===== src/rtl/game_defs_pkg.sv =====
// Tile-grid definitions shared by the game block and the paddle controller.
// The move-request decode is kept here so both blocks agree on button semantics.
package game_defs;

    localparam int GAME_WIDTH  = 40;
    localparam int GAME_HEIGHT = 30;
    localparam int TILE_W      = 6;
    localparam int PADDLE_Y_W  = 5;

    typedef logic [TILE_W-1:0] tile_t;

    typedef enum logic [1:0] {
        MOVE_HOLD = 2'd0,
        MOVE_UP   = 2'd1,
        MOVE_DOWN = 2'd2
    } move_e;

    // Both buttons together cancel out, the same as no button.
    function automatic move_e move_request(input logic up, input logic dn);
        move_e req;
        req = MOVE_HOLD;
        if (up && !dn) begin
            req = MOVE_UP;
        end else if (dn && !up) begin
            req = MOVE_DOWN;
        end
        return req;
    endfunction

endpackage


===== src/rtl/debounce_switch.sv =====
// Two-flop synchronizer followed by a stable-state debouncer for one raw switch.
// The state toggles only after DEBOUNCE_LIMIT consecutive cycles of disagreement.
module debounce_switch #(
    parameter int DEBOUNCE_LIMIT = 250000
) (
    input  logic clk,
    input  logic rst,
    input  logic sw,
    output logic state
);

    localparam int CNT_W = (DEBOUNCE_LIMIT > 1) ? $clog2(DEBOUNCE_LIMIT) : 1;
    localparam logic [CNT_W-1:0] CNT_LAST = CNT_W'(DEBOUNCE_LIMIT - 1);

    logic             sync_p0;
    logic             sync_p1;
    logic [CNT_W-1:0] cnt;

    always_ff @(posedge clk or posedge rst) begin
        if (rst) begin
            sync_p0 <= 1'b0;
            sync_p1 <= 1'b0;
            state   <= 1'b0;
            cnt     <= '0;
        end else begin
            sync_p0 <= sw;
            sync_p1 <= sync_p0;
            // Any return to the stable level restarts the qualification window.
            if (sync_p1 == state) begin
                cnt <= '0;
            end else if (cnt == CNT_LAST) begin
                state <= sync_p1;
                cnt   <= '0;
            end else begin
                cnt <= cnt + 1'b1;
            end
        end
    end

endmodule


===== src/rtl/paddle_ctrl.sv =====
// Player paddle controller: debounced buttons step the paddle one tile during
// vertical blanking, and a registered draw flag marks the paddle's tiles.
module paddle_ctrl
    import game_defs::*;
#(
    parameter int GAME_WIDTH      = game_defs::GAME_WIDTH,
    parameter int GAME_HEIGHT     = game_defs::GAME_HEIGHT,
    parameter int PADDLE_HEIGHT   = 6,
    parameter int PADDLE_COL      = 0,
    parameter int DEBOUNCE_LIMIT  = 250000,
    parameter int FRAMES_PER_STEP = 2
) (
    input  logic                  i_Clk,
    input  logic                  i_Rst,
    input  logic                  i_Sw_Up,
    input  logic                  i_Sw_Dn,
    input  tile_t                 i_row,
    input  tile_t                 i_col,
    output logic [PADDLE_Y_W-1:0] o_paddle_y,
    output logic                  o_draw,
    output logic                  o_moving
);

    localparam int Y_MAX  = GAME_HEIGHT - PADDLE_HEIGHT;
    localparam int STEP_W = (FRAMES_PER_STEP > 1) ? $clog2(FRAMES_PER_STEP) : 1;

    localparam logic [PADDLE_Y_W-1:0] Y_RESET   = PADDLE_Y_W'(Y_MAX / 2);
    localparam logic [PADDLE_Y_W-1:0] Y_LIMIT   = PADDLE_Y_W'(Y_MAX);
    localparam logic [STEP_W-1:0]     STEP_LAST = STEP_W'(FRAMES_PER_STEP - 1);

    localparam tile_t ROW_BLANK  = tile_t'(GAME_HEIGHT);
    localparam tile_t ROW_LAST   = tile_t'(GAME_HEIGHT - 1);
    localparam tile_t COL_PADDLE = tile_t'(PADDLE_COL);
    localparam tile_t COL_END    = tile_t'(GAME_WIDTH);
    localparam tile_t PADDLE_LEN = tile_t'(PADDLE_HEIGHT);

    logic              up_db;
    logic              dn_db;
    tile_t             row_p0;
    logic [STEP_W-1:0] step_cnt;
    logic              tick;
    logic              step;
    move_e             req;
    tile_t             y_ext;
    logic              row_hit;
    logic              col_hit;

    debounce_switch #(
        .DEBOUNCE_LIMIT(DEBOUNCE_LIMIT)
    ) u_db_up (
        .clk  (i_Clk),
        .rst  (i_Rst),
        .sw   (i_Sw_Up),
        .state(up_db)
    );

    debounce_switch #(
        .DEBOUNCE_LIMIT(DEBOUNCE_LIMIT)
    ) u_db_dn (
        .clk  (i_Clk),
        .rst  (i_Rst),
        .sw   (i_Sw_Dn),
        .state(dn_db)
    );

    always_comb begin
        // Entering the first invisible row happens exactly once per frame.
        tick    = (i_row == ROW_BLANK) && (row_p0 == ROW_LAST);
        step    = tick && (step_cnt == STEP_LAST);
        req     = move_request(up_db, dn_db);
        y_ext   = {1'b0, o_paddle_y};
        row_hit = (i_row >= y_ext) && (i_row < y_ext + PADDLE_LEN) && (i_row < ROW_BLANK);
        col_hit = (i_col == COL_PADDLE) && (i_col < COL_END);
    end

    // Stage p0: frame tick and step divider
    always_ff @(posedge i_Clk or posedge i_Rst) begin
        if (i_Rst) begin
            row_p0   <= '0;
            step_cnt <= '0;
        end else begin
            row_p0 <= i_row;
            if (tick) begin
                step_cnt <= (step_cnt == STEP_LAST) ? '0 : step_cnt + 1'b1;
            end
        end
    end

    // Stage p1: paddle position and move pulse
    always_ff @(posedge i_Clk or posedge i_Rst) begin
        if (i_Rst) begin
            o_paddle_y <= Y_RESET;
            o_moving   <= 1'b0;
        end else begin
            o_moving <= 1'b0;
            if (step) begin
                case (req)
                    MOVE_UP: begin
                        if (o_paddle_y != '0) begin
                            o_paddle_y <= o_paddle_y - 1'b1;
                            o_moving   <= 1'b1;
                        end
                    end
                    MOVE_DOWN: begin
                        if (o_paddle_y < Y_LIMIT) begin
                            o_paddle_y <= o_paddle_y + 1'b1;
                            o_moving   <= 1'b1;
                        end
                    end
                    default: begin
                    end
                endcase
            end
        end
    end

    // Stage p1: draw flag, one cycle behind the tile coordinates
    always_ff @(posedge i_Clk or posedge i_Rst) begin
        if (i_Rst) begin
            o_draw <= 1'b0;
        end else begin
            o_draw <= col_hit && row_hit;
        end
    end

endmodule


===== config.mk =====
export PLATFORM = sky130hd
export DESIGN_NAME = paddle_ctrl
export DESIGN_NICKNAME = d
export VERILOG_FILES = /design/src/rtl/game_defs_pkg.sv /design/src/rtl/debounce_switch.sv /design/src/rtl/paddle_ctrl.sv
export SDC_FILE = /design/constraint.sdc
export NUM_CORES = 1
export LEC_CHECK = 0
export ABC_AREA = 1
export BUFFER_PORTS_ARGS = -buffer_cell sky130_fd_sc_hd__buf_2
export CELL_PAD_IN_SITES_DETAIL_PLACEMENT = 0
export CELL_PAD_IN_SITES_GLOBAL_PLACEMENT = 1
export CORE_ASPECT_RATIO = 0.9
export CORE_MARGIN = 1.5
export CORE_UTILIZATION = 38
export DETAILED_ROUTE_END_ITERATION = 16
export GPL_ROUTABILITY_DRIVEN = 0
export PLACE_DENSITY_LB_ADDON = 0.3
export SKIP_LAST_GASP = 1
export SYNTH_ARGS = -nofsm -noshare
export SYNTH_HDL_FRONTEND = slang
export SYNTH_SLANG_ARGS = --single-unit

===== constraint.sdc =====
create_clock -name i_Clk -period 4.8 [get_ports i_Clk]
set_input_delay 0.24 -clock i_Clk [delete_from_list [all_inputs] [get_ports i_Clk]]
set_output_delay 0.24 -clock i_Clk [all_outputs]
set_load 0.005 [all_outputs]

==> impl_metrics.yaml, run 1 <==
yosys:
  synthesis.nets: 460
  synthCells: 425
  synth_area_leaders: "dfrtp_1 41%, nand2_1 10%, nor2_1 8.8%"
  synth-seq-cells: 56
  synth.distinct_cells: 34
  synth_area_mm2: 0.003333
  syn_avg_cell_area_um2: 7.843
  synth_top_area_cell: "dfrtp_1"
  yosysSeqAreaShare_pct: 42.12
  synth_warnings: 0
  synth_top_area_share_pct: 40.54
worst_setup_path:
  path_max_fanout: 5
  crit_family: "simple AND/OR/NAND/NOR gates"
  cp_slowest_cell: "dfstp_2"
  cp.arrival_ns: 2.24
  setup.worst_path.end_class: "register"
  required_ns: 5.05
  criticalPathCategory: "reg2reg"
  cp_num_buf_inv: 1
  r2r_slack_ns: 2.80
  worstPathCellList: "inv_1 -> ha_1 -> or2_2 -> ha_1 -> nand2_1 -> nand3_1 -> a211oi_1 -> nand2_1 -> nor2_1"
  slowest_delay_ns: 0.58
  startpoint_type: "register"
routing:
  wl_mm: 6.748
  dr_total_vias: 2626
  dr.pass1.iters: 4
  drt-initial-drc-count: 130
  ant_nets: 0
  wire_per_inst_um: 11.72
  vias_per_cell: 4.559
  route.detailed.drc: 0
layout:
  stdcell_count: 576
  diodes: 0
  postLayoutCellArea_mm2: 0.003706
  synthToLayoutAreaGrowth_pct: 11.19
  final.fill_count: 858
  finalNetCount: 491
  drive_above_1_share_pct: 15.75
floorplan:
  die_area_mm2: 0.009343
  core_area_mm2: 0.008528
  die_h_um: 91.85
  pin_count: 23
  initial_utilization_pct: 39.08
  std_cell_rows: 32
  die_w_um: 101.7
run_status:
  status: "finished, final reports clean"
clock_network:
  cts_setup_buffers: 0
  insertion_delay_ns: 0.32
  cts_tree: "built"
  clk_path_buf_depth: 2
  clkSinkCount: 56
  post_cts_resized: 0
  cts_buffers: 5
  clk_pin_slew_ns: 0.11
  htree_num_levels: 2
  cts_root_buffer: "clkbuf_8"
sta:
  worst_slew_pin_slew_ns: 0.7255
  period_needed_ns: 1.998
  relSlewSlack_pct: 51.63
  fin_crit_sh_pct: 41.63
  rsz0062_at_grt: "no"
  final-hold-violation-count: 0
  clock.fmax_mhz: 500.4
  finalSetupViolations: 0
  clock_skew_ns: 0.01137
  slew_violations: 0
  fin_tns_setup_ns: 0
  hold_ws_ns: 0.02799
global_route:
  first_global_vias: 2540
  gr-usage-all-layers_pct: 16.27
  grt_pass1_wl_mm: 12.16
  grt_max_degree: 57
  antenna_found_initial: 0
  overflow: 0
place:
  dp_hpwl_mm: 5.103
  numPortBuffers: 22
  place_area_mm2: 0.003600
  dp.cells: 567
run:
  maxCapViolations: 0
power:
  power_density_mw_per_mm2: 218.1
  peakVddDrop_uv: 121.6
  leakage_nw: 1.719
  power.total_uw: 808.2
min_path:
  hp-class: "in2reg"
-- worst reg2reg max path: stages (launching register included) --
cell and delay [ns]:
dfstp_2 0.58, inv_1 0.07, ha_1 0.20, or2_2 0.30, ha_1 0.29, nand2_1 0.08
nand3_1 0.08, a211oi_1 0.19, nand2_1 0.08, nor2_1 0.08
-- cell families after synthesis --
kind of cell / share of synthesized area [%]
simple gates: 35.62
fa+ha+maj: 7.358
buf+inv: 6.607
flops: 42.12
xor+xnor: 4.467
compound gates: 3.829
-- synth_stat cells, drive strengths merged --
master,instances
a211oi,1
a21oi,12
a22oi,1
a31oi,2
dfrtp,54
dfstp,2
fa,1
ha,18
inv,58
nand2,98
nand2b,1
nand3,27
nand3b,2
nand4,10
nor2,91
nor3,22
nor3b,2
o21ai,3
o21bai,1
o22ai,1
or2,1
xnor2,2
xor2,15
-- layout by cell type (no fill, tap or decap), drive strengths merged, types with 2 or more instances in the layout --
master,n
nand3,27
clkbuf,5
a31oi,2
o21ai,3
nor3b,2
ha,18
inv,59
xnor2,2
xor2,15
nand3b,2
nor2,91
dfstp,2
nor3,22
a21oi,12
nand4,10
nand2,98
dfrtp,54
buf,23
-- path summary, 6_finish.rpt --
path / startpoint / to / cells after the start
worst min register to register: u_db_dn.sync_p0 / u_db_dn.sync_p1 / 0
max in group asynchronous: i_Rst / o_moving / 3
worst min-delay path: i_Sw_Up / u_db_up.sync_p0 / 1
worst max-delay path: o_paddle_y[2] / o_draw / 9
worst max register to register: o_paddle_y[2] / o_draw / 9
min in group asynchronous: i_Rst / u_db_dn.cnt[13] / 3
-- where the power goes --
group / internal (mW) / switching [mW] / leakage, nW
registers: 0.480 / 0.00479 / 0.742
clock network: 0.108 / 0.168 / 0.0463
logic: 0.0160 / 0.0322 / 0.931
-- registers in the layout, indices dropped and copies added, names as in the netlist --
| register | flops |
|---|---|
| u_db_up.cnt | 18 |
| u_db_dn.cnt | 18 |
| u_db_dn.state | 1 |
| o_moving | 1 |
| row_p0 | 6 |
| u_db_up.state | 1 |
| o_paddle_y | 5 |
| o_draw | 1 |
| u_db_up.sync_p1 | 1 |
| u_db_up.sync_p0 | 1 |
| u_db_dn.sync_p1 | 1 |
| u_db_dn.sync_p0 | 1 |
| step_cnt | 1 |
-- layout make-up --
cell class                      instances  area (µm²)  area share (%)
Clock buffer                            5       68.82           1.857
Clock inverter                          3       27.53          0.7427
Timing Repair Buffer                   24       127.6           3.444
Inverter                               58       220.2           5.942
Sequential cell                        56        1404           37.88
Multi-Input combinational cell        311        1709           46.12
Tap cell                              119       148.9           4.018
-- timing repair --
| item | CTS | global route |
|---|---|---|
| hold endpoints to repair | 0 | 1 |
| endpoints found under the setup margin | 0 | 0 |
| hold buffers | 0 | 1 |
-- metrics by stage --
stage          setup WS [ns]  util, %
2_1_floorplan          2.944        -
3_3_place_gp           2.899    42.21
3_5_place_dp           2.826    42.21
4_1_cts                2.813    43.34
5_1_grt                2.667    43.46
6_report               2.802    43.46
-- per-layer routing --
layer / global-route usage, % / routed length (µm) / vias to the layer above
met2: 24.33 / 2883 / 36
met5: 0 / 0 / -
li1: - / - / 1411
met4: 4.282 / 51 / 0
met3: 3.277 / 205 / 2
met1: 23.82 / 3607 / 1177
No activity file was read; power rests on OpenSTA's default activity.
==> run 2: changes to the inputs <==
--- a/config.mk
+++ b/config.mk
@@ -5,7 +5,7 @@
 export SDC_FILE = /design/constraint.sdc
 export NUM_CORES = 1
 export LEC_CHECK = 0
-export ABC_AREA = 1
+export ABC_AREA = 0
 export BUFFER_PORTS_ARGS = -buffer_cell sky130_fd_sc_hd__buf_2
 export CELL_PAD_IN_SITES_DETAIL_PLACEMENT = 0
 export CELL_PAD_IN_SITES_GLOBAL_PLACEMENT = 1
==> constraint.sdc (replaced) <==
create_clock -name i_Clk -period 1.9 [get_ports i_Clk]
set_input_delay 0.095 -clock i_Clk [delete_from_list [all_inputs] [get_ports i_Clk]]
set_output_delay 0.095 -clock i_Clk [all_outputs]
set_load 0.005 [all_outputs]
==> impl_metrics.yaml, run 2 <==
sta:
  rsz0062_at_grt: "yes"
  final-hold-violation-count: 0
  clock_skew_ns: 0.006315
  fin_crit_sh_pct: 96.72
  period_needed_ns: 1.838
  worst_slew_pin_slew_ns: 0.4661
  relSlewSlack_pct: 68.69
  fin_tns_setup_ns: 0
  slew_violations: 0
  clock.fmax_mhz: 544.2
  finalSetupViolations: 0
clock_network:
  clk_pin_slew_ns: 0.10
  htree_num_levels: 2
  cts_buffers: 5
  insertion_delay_ns: 0.30
  cts_root_buffer: "clkbuf_8"
  clk_path_buf_depth: 2
  clkSinkCount: 56
  cts_tree: "built"
layout:
  layout_commonest_cell: "dfrtp_1"
  regArea_mm2: 0.001404
  multi_input_comb_area_mm2: 0.001473
  postLayoutCellArea_mm2: 0.003487
  finalNetCount: 366
  drive_above_1_share_pct: 20.85
  mostFrequentLayoutCells: "54 x dfrtp_1, 44 x nor2_1, 24 x xor2_1, 23 x nand2_1, 22 x buf_2"
  diodes: 0
  utilization_pct: 46.68
  final.fill_count: 713
  reg_top3: "u_db_dn.cnt (18), u_db_up.cnt (18), row_p0 (6)"
  synthToLayoutAreaGrowth_pct: 19.77
run_status:
  status: "finished, final reports clean"
floorplan:
  die_h_um: 86.04
  die_area_mm2: 0.008197
  initial_utilization_pct: 38.98
  std_cell_rows: 30
  core_area_mm2: 0.007470
  pin_count: 23
  die_w_um: 95.27
yosys:
  synthCells: 282
  synth-seq-cells: 56
  synth_mux_area_share_pct: 0
  synth.most_common_cell: "dfrtp_1"
  synth_edf_count: 0
  synth_top_area_cell: "dfrtp_1"
  synth_warnings: 0
  synthesis.nets: 317
  postSynth.asyncResetShare_pct: 100.0
  syn_avg_cell_area_um2: 10.32
  synth_area_mm2: 0.002912
  synth.distinct_cells: 37
  synth_area_leaders: "dfrtp_1 46%, ha_1 7.7%, xor2_1 7.2%"
  yosysSeqAreaShare_pct: 48.22
  synth_top_area_share_pct: 46.41
  ys.flop_type: "dfrtp_1"
  synth_top_family_by_area: "simple AND/OR/NAND/NOR gates"
  synth_commonest_cells: "54 x dfrtp_1, 44 x nor2_1, 24 x xor2_1"
  synth-simple-area-share_pct: 22.69
  yosys.area_share.xor_xnor_pct: 12.63
  synth_compound_area_share_pct: 4.211
  synth_fa_ha_area_share_pct: 8.423
routing:
  wl_mm: 5.368
  ant_nets: 0
  dr.pass1.iters: 4
  drt-initial-drc-count: 53
  route.detailed.drc: 0
  dr_total_vias: 2020
  wire_per_inst_um: 12.57
  vias_per_cell: 4.731
worst_setup_path:
  crit_family: "flip-flops"
  cp.arrival_ns: 2.07
  worstPathCellList: "buf_4 -> ha_1 -> nand4bb_1 -> nor4_2 -> o211a_1 -> buf_4 -> xor2_1"
  path_max_fanout: 6
  criticalPathCategory: "reg2reg"
  startpoint_type: "register"
  slowest_delay_ns: 0.40
  crit_top_cell: "buf_4"
  cp_slowest_cell: "dfrtp_1"
  setup.worst_path.end_class: "register"
  cp_num_buf_inv: 2
  required_ns: 2.13
global_route:
  grt_pass1_wl_mm: 9.432
  grt_max_degree: 57
  gr-usage-all-layers_pct: 14.70
  overflow: 0
  first_global_vias: 2009
  antenna_found_initial: 0
power:
  power.total_mw: 2.024
  power_density_mw_per_mm2: 580.5
  leakage_nw: 1.574
  peakVddDrop_uv: 337.4
place:
  dp_hpwl_mm: 3.759
  numPortBuffers: 22
  place_area_mm2: 0.003222
run:
  maxCapViolations: 0
min_path:
  hp-class: "in2reg"
-- run 2: worst register-to-register path, cell delays in order (launching register included) --
cell and delay, ns:
dfrtp_1 0.40, buf_4 0.15, ha_1 0.27, nand4bb_1 0.21, nor4_2 0.17, o211a_1 0.28, buf_4 0.15, xor2_1 0.14
-- run 2: path summary, 6_finish.rpt --
kind / from / endpoint / slack (ns) / depth (start not counted)
max in group asynchronous: i_Rst / o_paddle_y[2] / 1.23 / 4
min: i_col[2] / o_draw / 0.08 / 4
max: u_db_up.state / o_paddle_y[0] / 0.06 / 7
max reg2reg: u_db_up.state / o_paddle_y[0] / 0.06 / 7
min reg2reg: u_db_dn.sync_p0 / u_db_dn.sync_p1 / 0.35 / 0
min in group asynchronous: i_Rst / u_db_dn.cnt[13] / 0.37 / 4
-- run 2: cells by family (layout without fill, tap and decap cells) --
group / count (synthesis) / count (layout)
compound gates: 20 / 20
xor+xnor: 42 / 42
fa+ha+maj: 19 / 19
buf+inv: 17 / 66
flops: 56 / 56
simple gates: 128 / 128
-- run 2: area by class of cell --
cell class	instances	share of cell area (%)
timing repair buffer	46	10.05
tap	96	3.445
clock buffer	6	2.368
sequential	56	40.26
inverter	13	1.399
multi-input combinational	209	42.23
clock inverter	1	0.2512
-- run 2: routing by layer --
layer / up-vias / GRT usage (%) / part of all wire [%]
met3: 8 / 2.926 / 2.1
met2: 13 / 22.95 / 46
met1: 949 / 20.49 / 50
li1: 1050 / - / -
met4: 0 / 4.478 / 1.4
met5: - / 0 / 0
-- run 2: per-stage QoR --
stage	setup WS (ns)	instances	hold slack, ns
6_report	0.06229	427	0.08317
2_1_floorplan	0.01999	282	0.1264
3_3_place_gp	0.01349	410	0.1725
5_1_grt	-0.04413	427	0.07722
3_5_place_dp	-0.04036	410	0.1751
4_1_cts	0.01212	427	0.06330
-- run 2: where the power goes --
group / leakage (nW) / internal, mW / switching [mW]
registers: 0.742 / 1.21 / 0.0130
logic: 0.785 / 0.0626 / 0.0725
clock network: 0.0473 / 0.292 / 0.372
total: 1.57 / 1.57 / 0.458
-- run 2: repair_timing --
action                     CTS  global route
hold buffers                 9             0
hold endpoints to repair    62             0
setup buffers                1             0
resized for setup            5            10
setup endpoints to repair    2            24
pin swaps                    2             2
